`src/rtl/if_pkg.sv`:
```
// Shared types and constants for the RV32 instruction-fetch stage.
package if_pkg;

  localparam logic [31:0] NOP_INST = 32'h0000_0013;  // addi x0,x0,0

  typedef enum logic [1:0] {
    FETCH = 2'd0,
    WAIT  = 2'd1,
    BUF   = 2'd2,
    DROP  = 2'd3
  } fetch_state_t;

  typedef struct packed {
    logic [31:0] ir;
    logic [31:0] pc;
    logic [31:0] npc;
    logic        valid_inst;
  } if_id_reg_t;

  typedef struct packed {
    logic [31:0] inst;
    logic [31:0] pc;
  } hold_entry_t;

endpackage

```
`src/rtl/if_fetch_unit_if.sv`:
```
// Instruction-memory request/response bus between the fetch stage and imem.
interface if_fetch_unit_if;
  logic        imem_req;
  logic [31:0] imem_addr;
  logic        imem_ready;
  logic        imem_rvalid;
  logic [31:0] imem_rdata;

  modport master (
    output imem_req,
    output imem_addr,
    input  imem_ready,
    input  imem_rvalid,
    input  imem_rdata
  );

  modport slave (
    input  imem_req,
    input  imem_addr,
    output imem_ready,
    output imem_rvalid,
    output imem_rdata
  );
endinterface

```
`src/rtl/if_hold_buf.sv`:
```
// One-entry holding buffer for a fetched {inst, pc} that arrived while decode stalled.
module if_hold_buf
  import if_pkg::*;
(
  input  logic        clk,
  input  logic        rst,
  input  logic        load,
  input  logic        clear,
  input  logic [31:0] inst_in,
  input  logic [31:0] pc_in,
  output logic        full,
  output logic [31:0] inst,
  output logic [31:0] pc
);

  logic        full_q, full_d;
  hold_entry_t entry_q, entry_d;

  always_comb begin
    full_d  = full_q;
    entry_d = entry_q;
    if (clear) begin
      full_d = 1'b0;
    end else if (load) begin
      full_d  = 1'b1;
      entry_d = '{inst: inst_in, pc: pc_in};
    end
  end

  always_ff @(posedge clk or negedge rst) begin
    if (!rst) begin
      full_q  <= 1'b0;
      entry_q <= '0;
    end else begin
      full_q  <= full_d;
      entry_q <= entry_d;
    end
  end

  assign full = full_q;
  assign inst = entry_q.inst;
  assign pc   = entry_q.pc;

endmodule

```
`src/rtl/if_fetch_unit.sv`:
```
// RV32 IF stage: single-outstanding imem fetch feeding the IF/ID register.
// Optional IF_PERF_CNT_EN adds fetch_count / stall_cycles outputs.
module if_fetch_unit #(
  parameter logic [31:0] RESET_PC = 32'h0000_0000,
  parameter logic [31:0] NOP_INST = if_pkg::NOP_INST
) (
  input  logic                   clk,
  input  logic                   rst,
  input  logic                   stall,
  input  logic                   take_branch,
  input  logic [31:0]            branch_target,
  if_fetch_unit_if.master        imem,
  output logic [31:0]            if_id_IR,
  output logic [31:0]            if_id_PC,
  output logic [31:0]            if_id_NPC,
  output logic                   if_id_valid_inst
`ifdef IF_PERF_CNT_EN
  ,
  output logic [31:0]            fetch_count,
  output logic [31:0]            stall_cycles
`endif
);
  import if_pkg::*;

  fetch_state_t state_q, state_d;
  logic [31:0]  pc_q, pc_d;
  if_id_reg_t   if_id_q, if_id_d;
  logic         if_id_load;
  logic         req_c;
  logic         buf_load, buf_clear, buf_full;
  logic [31:0]  buf_inst, buf_pc;
  logic [31:0]  redirect_pc;

  assign redirect_pc = branch_target & 32'hFFFF_FFFC;

  if_hold_buf u_hold_buf (
    .clk     (clk),
    .rst     (rst),
    .load    (buf_load),
    .clear   (buf_clear),
    .inst_in (imem.imem_rdata),
    .pc_in   (pc_q),
    .full    (buf_full),
    .inst    (buf_inst),
    .pc      (buf_pc)
  );

  always_comb begin
    state_d    = state_q;
    pc_d       = pc_q;
    if_id_d    = if_id_q;
    if_id_load = 1'b0;
    req_c      = 1'b0;
    buf_load   = 1'b0;
    buf_clear  = 1'b0;

    // With decode free and nothing to hand over, a bubble is inserted.
    if (!stall) begin
      if_id_d.ir         = NOP_INST;
      if_id_d.valid_inst = 1'b0;
    end

    case (state_q)
      FETCH: begin
        req_c = !take_branch;
        if (req_c && imem.imem_ready) state_d = WAIT;
      end
      WAIT: begin
        if (imem.imem_rvalid) begin
          if (!stall) begin
            if_id_d    = '{ir: imem.imem_rdata, pc: pc_q, npc: pc_q + 32'd4, valid_inst: 1'b1};
            if_id_load = 1'b1;
            pc_d       = pc_q + 32'd4;
            state_d    = FETCH;
          end else begin
            buf_load = 1'b1;
            state_d  = BUF;
          end
        end
      end
      BUF: begin
        if (!stall && buf_full) begin
          if_id_d    = '{ir: buf_inst, pc: buf_pc, npc: buf_pc + 32'd4, valid_inst: 1'b1};
          if_id_load = 1'b1;
          pc_d       = pc_q + 32'd4;
          buf_clear  = 1'b1;
          state_d    = FETCH;
        end
      end
      DROP: begin
        if (imem.imem_rvalid) state_d = FETCH;
      end
      default: state_d = FETCH;
    endcase

    // Redirect wins over everything, stall included. A response still in
    // flight must be swallowed, hence DROP when it has not arrived yet.
    if (take_branch) begin
      pc_d               = redirect_pc;
      if_id_d            = if_id_q;
      if_id_d.ir         = NOP_INST;
      if_id_d.valid_inst = 1'b0;
      if_id_load         = 1'b0;
      buf_load           = 1'b0;
      buf_clear          = 1'b1;
      if ((state_q == WAIT || state_q == DROP) && !imem.imem_rvalid) state_d = DROP;
      else                                                           state_d = FETCH;
    end
  end

  always_ff @(posedge clk or negedge rst) begin
    if (!rst) begin
      state_q <= FETCH;
      pc_q    <= RESET_PC;
      if_id_q <= '{ir: NOP_INST, pc: 32'd0, npc: 32'd0, valid_inst: 1'b0};
    end else begin
      state_q <= state_d;
      pc_q    <= pc_d;
      if_id_q <= if_id_d;
    end
  end

  assign imem.imem_req  = req_c & rst;
  assign imem.imem_addr = pc_q;

  assign if_id_IR         = if_id_q.ir;
  assign if_id_PC         = if_id_q.pc;
  assign if_id_NPC        = if_id_q.npc;
  assign if_id_valid_inst = if_id_q.valid_inst;

`ifdef IF_PERF_CNT_EN
  logic [31:0] fetch_count_q, fetch_count_d;
  logic [31:0] stall_cycles_q, stall_cycles_d;

  always_comb begin
    fetch_count_d  = fetch_count_q + {31'd0, if_id_load};
    stall_cycles_d = stall_cycles_q + {31'd0, stall};
  end

  always_ff @(posedge clk or negedge rst) begin
    if (!rst) begin
      fetch_count_q  <= 32'd0;
      stall_cycles_q <= 32'd0;
    end else begin
      fetch_count_q  <= fetch_count_d;
      stall_cycles_q <= stall_cycles_d;
    end
  end

  assign fetch_count  = fetch_count_q;
  assign stall_cycles = stall_cycles_q;
`endif

endmodule
```
`src/flat_wrapper.sv`:
```
// flat-port wrapper written by rule: the top's interface ports become plain ports
module if_fetch_unit_flat import if_pkg::*;
#(
  parameter logic [31:0] RESET_PC = 32'h0000_0000,
  parameter logic [31:0] NOP_INST = if_pkg::NOP_INST
)
  (clk, rst, stall, take_branch, branch_target, if_id_IR, if_id_PC, if_id_NPC, if_id_valid_inst, imem_imem_req, imem_imem_addr, imem_imem_ready, imem_imem_rvalid, imem_imem_rdata);
  if_fetch_unit_if imem_i ();
  input  logic clk;
  input  logic rst;
  input  logic stall;
  input  logic take_branch;
  input  logic [31:0] branch_target;
  output logic [31:0] if_id_IR;
  output logic [31:0] if_id_PC;
  output logic [31:0] if_id_NPC;
  output logic if_id_valid_inst;
  output wire logic [$bits(imem_i.imem_req)-1:0] imem_imem_req;
  output wire logic [$bits(imem_i.imem_addr)-1:0] imem_imem_addr;
  input wire logic [$bits(imem_i.imem_ready)-1:0] imem_imem_ready;
  input wire logic [$bits(imem_i.imem_rvalid)-1:0] imem_imem_rvalid;
  input wire logic [$bits(imem_i.imem_rdata)-1:0] imem_imem_rdata;
  assign imem_imem_req = imem_i.imem_req;
  assign imem_imem_addr = imem_i.imem_addr;
  assign imem_i.imem_ready = imem_imem_ready;
  assign imem_i.imem_rvalid = imem_imem_rvalid;
  assign imem_i.imem_rdata = imem_imem_rdata;
  if_fetch_unit #(.RESET_PC(RESET_PC), .NOP_INST(NOP_INST)) u_core (.clk(clk), .rst(rst), .stall(stall), .take_branch(take_branch), .branch_target(branch_target), .imem(imem_i), .if_id_IR(if_id_IR), .if_id_PC(if_id_PC), .if_id_NPC(if_id_NPC), .if_id_valid_inst(if_id_valid_inst));
endmodule
```
`config.mk`:
```
export PLATFORM = sky130hd
export DESIGN_NAME = if_fetch_unit_flat
export DESIGN_NICKNAME = d
export VERILOG_FILES = /design/src/rtl/if_pkg.sv /design/src/rtl/if_fetch_unit_if.sv /design/src/rtl/if_hold_buf.sv /design/src/rtl/if_fetch_unit.sv /design/src/flat_wrapper.sv
export SDC_FILE = /design/constraint.sdc
export NUM_CORES = 1
export LEC_CHECK = 0
export CORE_ASPECT_RATIO = 1.25
export CORE_MARGIN = 5
export CORE_UTILIZATION = 52
export DETAILED_ROUTE_END_ITERATION = 7
export GPL_TIMING_DRIVEN = 1
export PLACE_DENSITY = 0.81
export SYNTH_ARGS = -nofsm -noshare
export SYNTH_HDL_FRONTEND = slang
export SYNTH_HIERARCHICAL = 1
export SYNTH_SLANG_ARGS = --single-unit
```
`constraint.sdc`:
```
create_clock -name clk -period 3.1 [get_ports clk]
set_input_delay 0.465 -clock clk [delete_from_list [all_inputs] [get_ports clk]]
set_output_delay 0.465 -clock clk [all_outputs]
set_load 0.02 [all_outputs]
```
# --- After elaboration in Yosys (flattened, before gate mapping) ---
# Cells that the tools add are included.
totals:
  latchBits: 0
  inputBits: 70
  out_inout_bits: 130
  ramBits: 0
  mem_bits_ro: 0
  ff_bits: 196
  mem_count: 0
op_classes:
  n_reduce_logical: 15
  multipliers: 0
  mux: 30
  n_bitwise: 3
  eq_ne: 11
  n_addsub: 2
  shifts: 0
  order_cmp: 0
  div: 0
op_table:
  columns: ["op", "n"]
  rows:
  - ["97-bit two-way mux", 4]
  - ["97-bit one-hot mux with 2 select lines", 1]
  - ["32-bit two-way mux", 5]
  - ["32-bit by 3-bit adder with 32-bit output, second input constant", 2]
  - ["32-bit one-hot mux with 2 select lines", 1]
  - ["2-bit two-way mux", 7]
  - ["1-bit two-way mux", 11]
  - ["3-bit != test, second input constant", 3]
  - ["2-bit one-hot mux with 4 select lines", 1]
  - ["4-bit AND reduction", 2]
  - ["3-bit by 2-bit != test with 1-bit output, second input constant", 2]
  - ["5-bit AND reduction", 1]
  - ["2-bit == test, second input constant", 2]
  - ["2-bit != test, second input constant", 2]
  - ["2-bit nonzero test", 2]
  - ["1-bit logical AND", 3]
  - ["1-bit logical NOT", 3]
  - ["3-bit nonzero test", 1]
  - ["2-bit by 1-bit == test with 1-bit output, second input constant", 1]
  - ["2-bit logical NOT", 1]
  - ["2-bit by 1-bit != test with 1-bit output, second input constant", 1]
  - ["1-bit NOT", 2]
  - ["2-bit AND reduction", 1]
  - ["1-bit bitwise AND", 1]
  - ["1-bit logical OR", 1]

# --- Longest topological paths before layout ---
logic_depth:
  depth_word: 7
  depth_mapped: 10
  ltp_nobuf: 7

# --- Cells and area by module ---
# Netlist, hierarchy kept.
modules_own_cells:
  columns: ["mod", "area_each_um2", "instances", "seq_area_each_um2", "cells_per_inst"]
  rows:
  - ["if_fetch_unit", 7204.4, 1, 3181.8, 808]
  - ["if_hold_buf", 2733.9, 1, 1626.6, 139]

# --- Worst setup path before layout ---
# No wires, ideal clock.
synth_path:
  kind: "flip-flop to flip-flop"
  startpoint: "reg u_core.state_q[0]"
  endpoint: "reg u_core.u_hold_buf.entry_q, in the netlist u_core/u_hold_buf/inst[0]"
  stages_incl_launch_ff: 11
  setup_slack_ns: 0.657
  t_arrival_ns: 2.317
  required_time_ns: 2.975
  cell_sequence: "dfrtp_1 -> inv_1 -> ha_1 -> and3b_1 -> clkbuf_1 -> clkbuf_1 -> or2_2 -> nor2b_4 -> buf_12 -> buf_12 -> mux2_4"
synth_via:
  elab_chain_len: 5
  elab_cells_between_ends: 8
  cone_classes: "2 x eq/ne; 4 x mux; 1 x bitwise; 1 x reduce/logical"
synth_lines:
  columns: ["item", "line_no", "text"]
  rows:
  - ["start: declaration", "if_fetch_unit.sv:25", "fetch_state_t state_q, state_d;"]
  - ["start signal: assignment", "if_fetch_unit.sv:117", "state_q <= state_d;"]
  - ["2-bit == test", "if_fetch_unit.sv:63", "case (state_q)"]
  - ["1-bit two-way mux", "if_fetch_unit.sv:63", null]
  - ["1-bit two-way mux", "if_fetch_unit.sv:98", "if (take_branch) begin"]
  - ["named net u_core.buf_clear", "if_fetch_unit.sv:30", "logic buf_load, buf_clear, buf_full;"]
  - ["1-bit NOT (no source line)", null, null]
  - ["2-bit AND reduction (no source line)", null, null]
  - ["end signal: assignment", "if_hold_buf.sv:36", "entry_q <= entry_d;"]
  - ["end: declaration", "if_hold_buf.sv:17", "hold_entry_t entry_q, entry_d;"]
# The timed path passes the listed nets, and every way through them passes these cells.
# A chain may end at the register's enable or synchronous reset.

# --- Worst setup path after layout ---
layout_path:
  startpoint: "reg u_core.state_q[0]"
  endpoint: "reg u_core.pc_q[31] (netlist: u_core/imem.imem_addr[31])"
layout_via:
  elab_chain_len: 3
  elab_cells_between_ends: 9
  cone_classes: "5 x eq/ne; 2 x mux; 2 x reduce/logical"
layout_lines:
  columns: ["item", "line_no", "text"]
  rows:
  - ["2-bit by 1-bit == test with 1-bit output or 2-bit == test (tied branches)", "if_fetch_unit.sv:63", null]
  - ["3-bit != test (no source line), or another cell as far along", null, null]
  - ["4-bit AND reduction (no source line) or 32-bit two-way mux (tied branches)", null, null]
  - ["end signal: assignment", "if_fetch_unit.sv:118", "pc_q <= pc_d;"]
  - ["end: declaration", "if_fetch_unit.sv:26", "logic [31:0] pc_q, pc_d;"]
# Parallel ways exist; a longest one is shown, timed or not.

==> results by group <==
Final layout
  • Final nets: 1190
  • Area growth, synth to finish: 27.0%
  • Layout cells sized above 1: 13.3%
  • # diodes: 0

Pwr
  • PwrDens: between 700 and 800 nW/µm²
  • P_sw: 0.00353 W
  • Power share of the clock group: between 20 and 25%
  • LEAKAGE: between 5 and 6 nW
  • Comb pwr share: 36.6%
  • Switching share of power: ~36%
  • Worst vdd ir: around 0.46 mV
  • Reg power frac: 41.1%
  • Internal: between 0.006 and 0.007 W

Clocking
  • Postcts setup bufs: 0
  • Htree depth: 4
  • Cts bufs inserted: 17
  • CTS clk-pin slew, worst paths: approximately 70 ps
  • CTS root buf: clkbuf_16
  • CTS tree: yes
  • TritonCTS Sinks: 192
  • Clk_lat worst skew: 430 ps
  • Clock Path Buffers: 2

Status
  • Status: completed

Critical path
  • Worst EP required: between 3000 and 4000 ps
  • CP Class: flip-flop to flip-flop
  • Critical path endpoint category: flip-flop
  • Crit path max fanout: 8
  • Critical path arrival: 3010 ps
  • CP startpoint kind: flip-flop

STA
  • Max_slew headroom: 42.7%
  • Pins Over Slew Limit: 0
  • Final Hold Viols: 0
  • Worst Tran Pin Value: ~860 ps
  • Setup TNS: 0 ps
  • F_max: 371 MHz
  • RSZ-0062 raised after global routing: no
  • # setup viols final: 0
  • Hold Slack: 435 ps
  • Clk_skew: 11.0 ps
  • Period Utilization, post-route: 87.0%
  • Period minus WS final: 2700 ps

GRT
  • Total global-route track usage: between 20% and 30%
  • Number of global-route vias before repair: 8328
  • Initial antenna violation count: 1
  • Global-route wire length before repair: 44200 µm
  • GRT overflow: 0
  • Largest net degree at the start of global routing: 156

Logic synthesis
  • Top cells by area, synth: dfrtp_1 48%, mux2_4 9.1%, xnor2_1 4.1%
  • Post-Synthesis Cells: 947
  • Cell Area, Synth: a little under 10000 µm²
  • Post-synth top cells: 189 x dfrtp_1, 105 x nand2_1, 102 x nor2_1, 69 x o21ai_0, 60 x mux2_4
  • Simple-gate area share of the yosys netlist: 16.6%
  • Post-Synth Adder-Cell Area: 0.881%
  • Ys flop type: dfrtp_1
  • Syn_area_per_cell: 10.5 µm²
  • Top-count cell post-synth: dfrtp_1
  • Warnings from Yosys: 6
  • Largest family of logic cells by synthesized area: simple AND/OR/NAND/NOR gates
  • XOR/XNOR Fraction of Synth Area: 6.87%
  • Post-synth EDFFs: 0
  • Top cell type's share of synthesized area: 47.6%
  • Register area share after synthesis: between 40% and 50%
  • Mux contribution to synthesized area: 10.1%
  • Post-synth cell types: 60
  • Top cell type by total area after synthesis: dfrtp_1
  • Synth Area in Compound Gates: 12.4%
  • Flops & latches, synth: 192
  • Ys async rst share: between 90% and 100%

Routing
  • Vias per cell: 5.94
  • DRT iter0 DRCs: 549
  • Routed wire per std cell: between 20 and 25 µm
  • DRC Markers: 0
  • Routed Antenna Nets: 0
  • Wirelength, routed: between 20000 and 30000 µm
  • Vias after detailed routing: a little over 8000
  • DRT Pass-1 Iters: 5

Die
  • Die width: 134 µm
  • Die Y: 165 µm
  • Die area: 22000 µm²
  • Starting density of the core: 52.9%
  • Area of the core: around 19000 µm²
  • Row count: 56
  • IO Count: 200

Hold path
  • Worst min-delay path class: input port to flip-flop

Place
  • Gpl congestion: 0.879
  • Hpwl dp: 18200 µm
  • Port Buffer Count: 195

Run
  • Max cap viols: 0
[power groups by stage]
stage	registers, W	logic, W	clock network, W
2_1_floorplan	0.00429	0.00175	0
3_3_place_gp	0.00401	0.00351	0
3_5_place_dp	0.00403	0.00358	0
4_1_cts	0.00400	0.00360	0.00223
5_1_grt	0.00413	0.00387	0.00233
6_report	0.00401	0.00358	0.00218
[area by class of cell]
type                    instances  area, µm²
fillers                      1427       6160
inverters                      13       48.8
clock inverters                14        148
clock buffers                  18        439
repair buffers                219       2180
well taps                     232        290
multi-input cells             670       4700
flip-flops and latches        192       4810
[flip-flops by register name, summed over array words and instances (netlist names)]
signal / cells
u_core/if_id_NPC: 30
u_core/u_hold_buf/pc: 32
u_core/if_id_valid_inst: 1
u_core/if_id_PC: 32
u_core/u_hold_buf/inst: 32
u_core/u_hold_buf/full: 1
u_core/state_q: 2
u_core/imem.imem_addr: 30
u_core/if_id_IR: 32
[worst paths after layout]
path | start | end | slack, ps | cells after the start
min in group asynchronous | rst | u_core/if_id_PC[24]$_DFFE_PN0P_ | 490 | 2
hold reg to reg | u_core/if_id_valid_inst$_DFF_PN0_ | u_core/if_id_valid_inst$_DFF_PN0_ | 470 | 2
max in group asynchronous | rst | u_core/if_id_NPC[15]$_DFFE_PN0P_ | 1460 | 3
setup / recovery | u_core/state_q[0]$_DFFE_PN0P_ | u_core/imem.imem_addr[31]$_DFFE_PN0P_ | 400 | 7
hold / removal | take_branch | u_core/imem.imem_addr[2]$_DFFE_PN0P_ | 430 | 3
setup reg to reg | u_core/state_q[0]$_DFFE_PN0P_ | u_core/imem.imem_addr[31]$_DFFE_PN0P_ | 400 | 7
[layout by cell type, fill, tap and decap left out, types with 3 or more instances in the layout]
master,n
o21ai_0,69
nand2_1,105
o221ai_2,3
clkdlybuf4s50_1,193
a21oi_1,3
buf_4,19
a221oi_1,37
or2_2,5
mux2_2,5
clkinv_4,4
nor2_1,101
o221ai_1,8
nand3_1,29
nor4_1,8
nand4_1,20
nand2b_1,3
buf_12,4
clkinvlp_4,3
mux2i_1,5
a221o_1,3
nor4_2,6
o211ai_1,3
inv_1,13
nor3_1,12
and4_1,9
clkbuf_16,17
inv_8,3
inv_6,3
nor2b_1,10
and3_1,8
dfstp_2,3
ha_1,7
a32oi_1,3
xor2_1,31
conb_1,4
or4_1,4
a22oi_1,34
mux2_4,60
xnor2_1,47
dfrtp_1,189
[metal layers]
metal | global-route usage, % | part of all wire [%] | vias to the layer above
met4 | 9.26 | 2.5 | 2
met3 | 5.33 | 6.7 | 57
met1 | 31.7 | 41 | 3970
met2 | 42.7 | 50 | 342
li1 | - | - | 3698
met5 | 0 | 0.048 | -
[kinds of logic after synthesis]
kind of cell | count (synthesis)
and+or+nand+nor | 336
buffers and inverters | 88
DFF | 192
xor gates and xnor gates | 78
other | 1
adders and majority gates | 7
AOI/OAI and AO/OA | 175
muxes | 70
[timing repair]
action	in CTS	in global routing
hold buffers	1	0
hold endpoints to repair	34	0
resized for setup	0	0
[worst max-delay path: stages (launching register included)]
cell	delay [ps]
dfrtp_1	420
inv_1	120
ha_1	340
nor2_1	160
or4_1	760
nor4_1	420
xor2_1	110
mux2_2	270
[metrics by stage]
stage / setup slack, ps / total power [W] / util [%] / cell area [µm²] / cells
floorplan: 657 / 0.00605 / - / 9950 / 950
global placement: 404 / 0.00752 / 64.0 / 12000 / 1325
detailed placement: 346 / 0.00761 / 64.0 / 12000 / 1325
CTS: 429 / 0.00983 / 67.2 / 12600 / 1358
global route: 273 / 0.0103 / 67.2 / 12600 / 1358
finish: 402 / 0.00977 / 67.2 / 12600 / 1358
No activity file was read; power rests on OpenSTA's default activity.
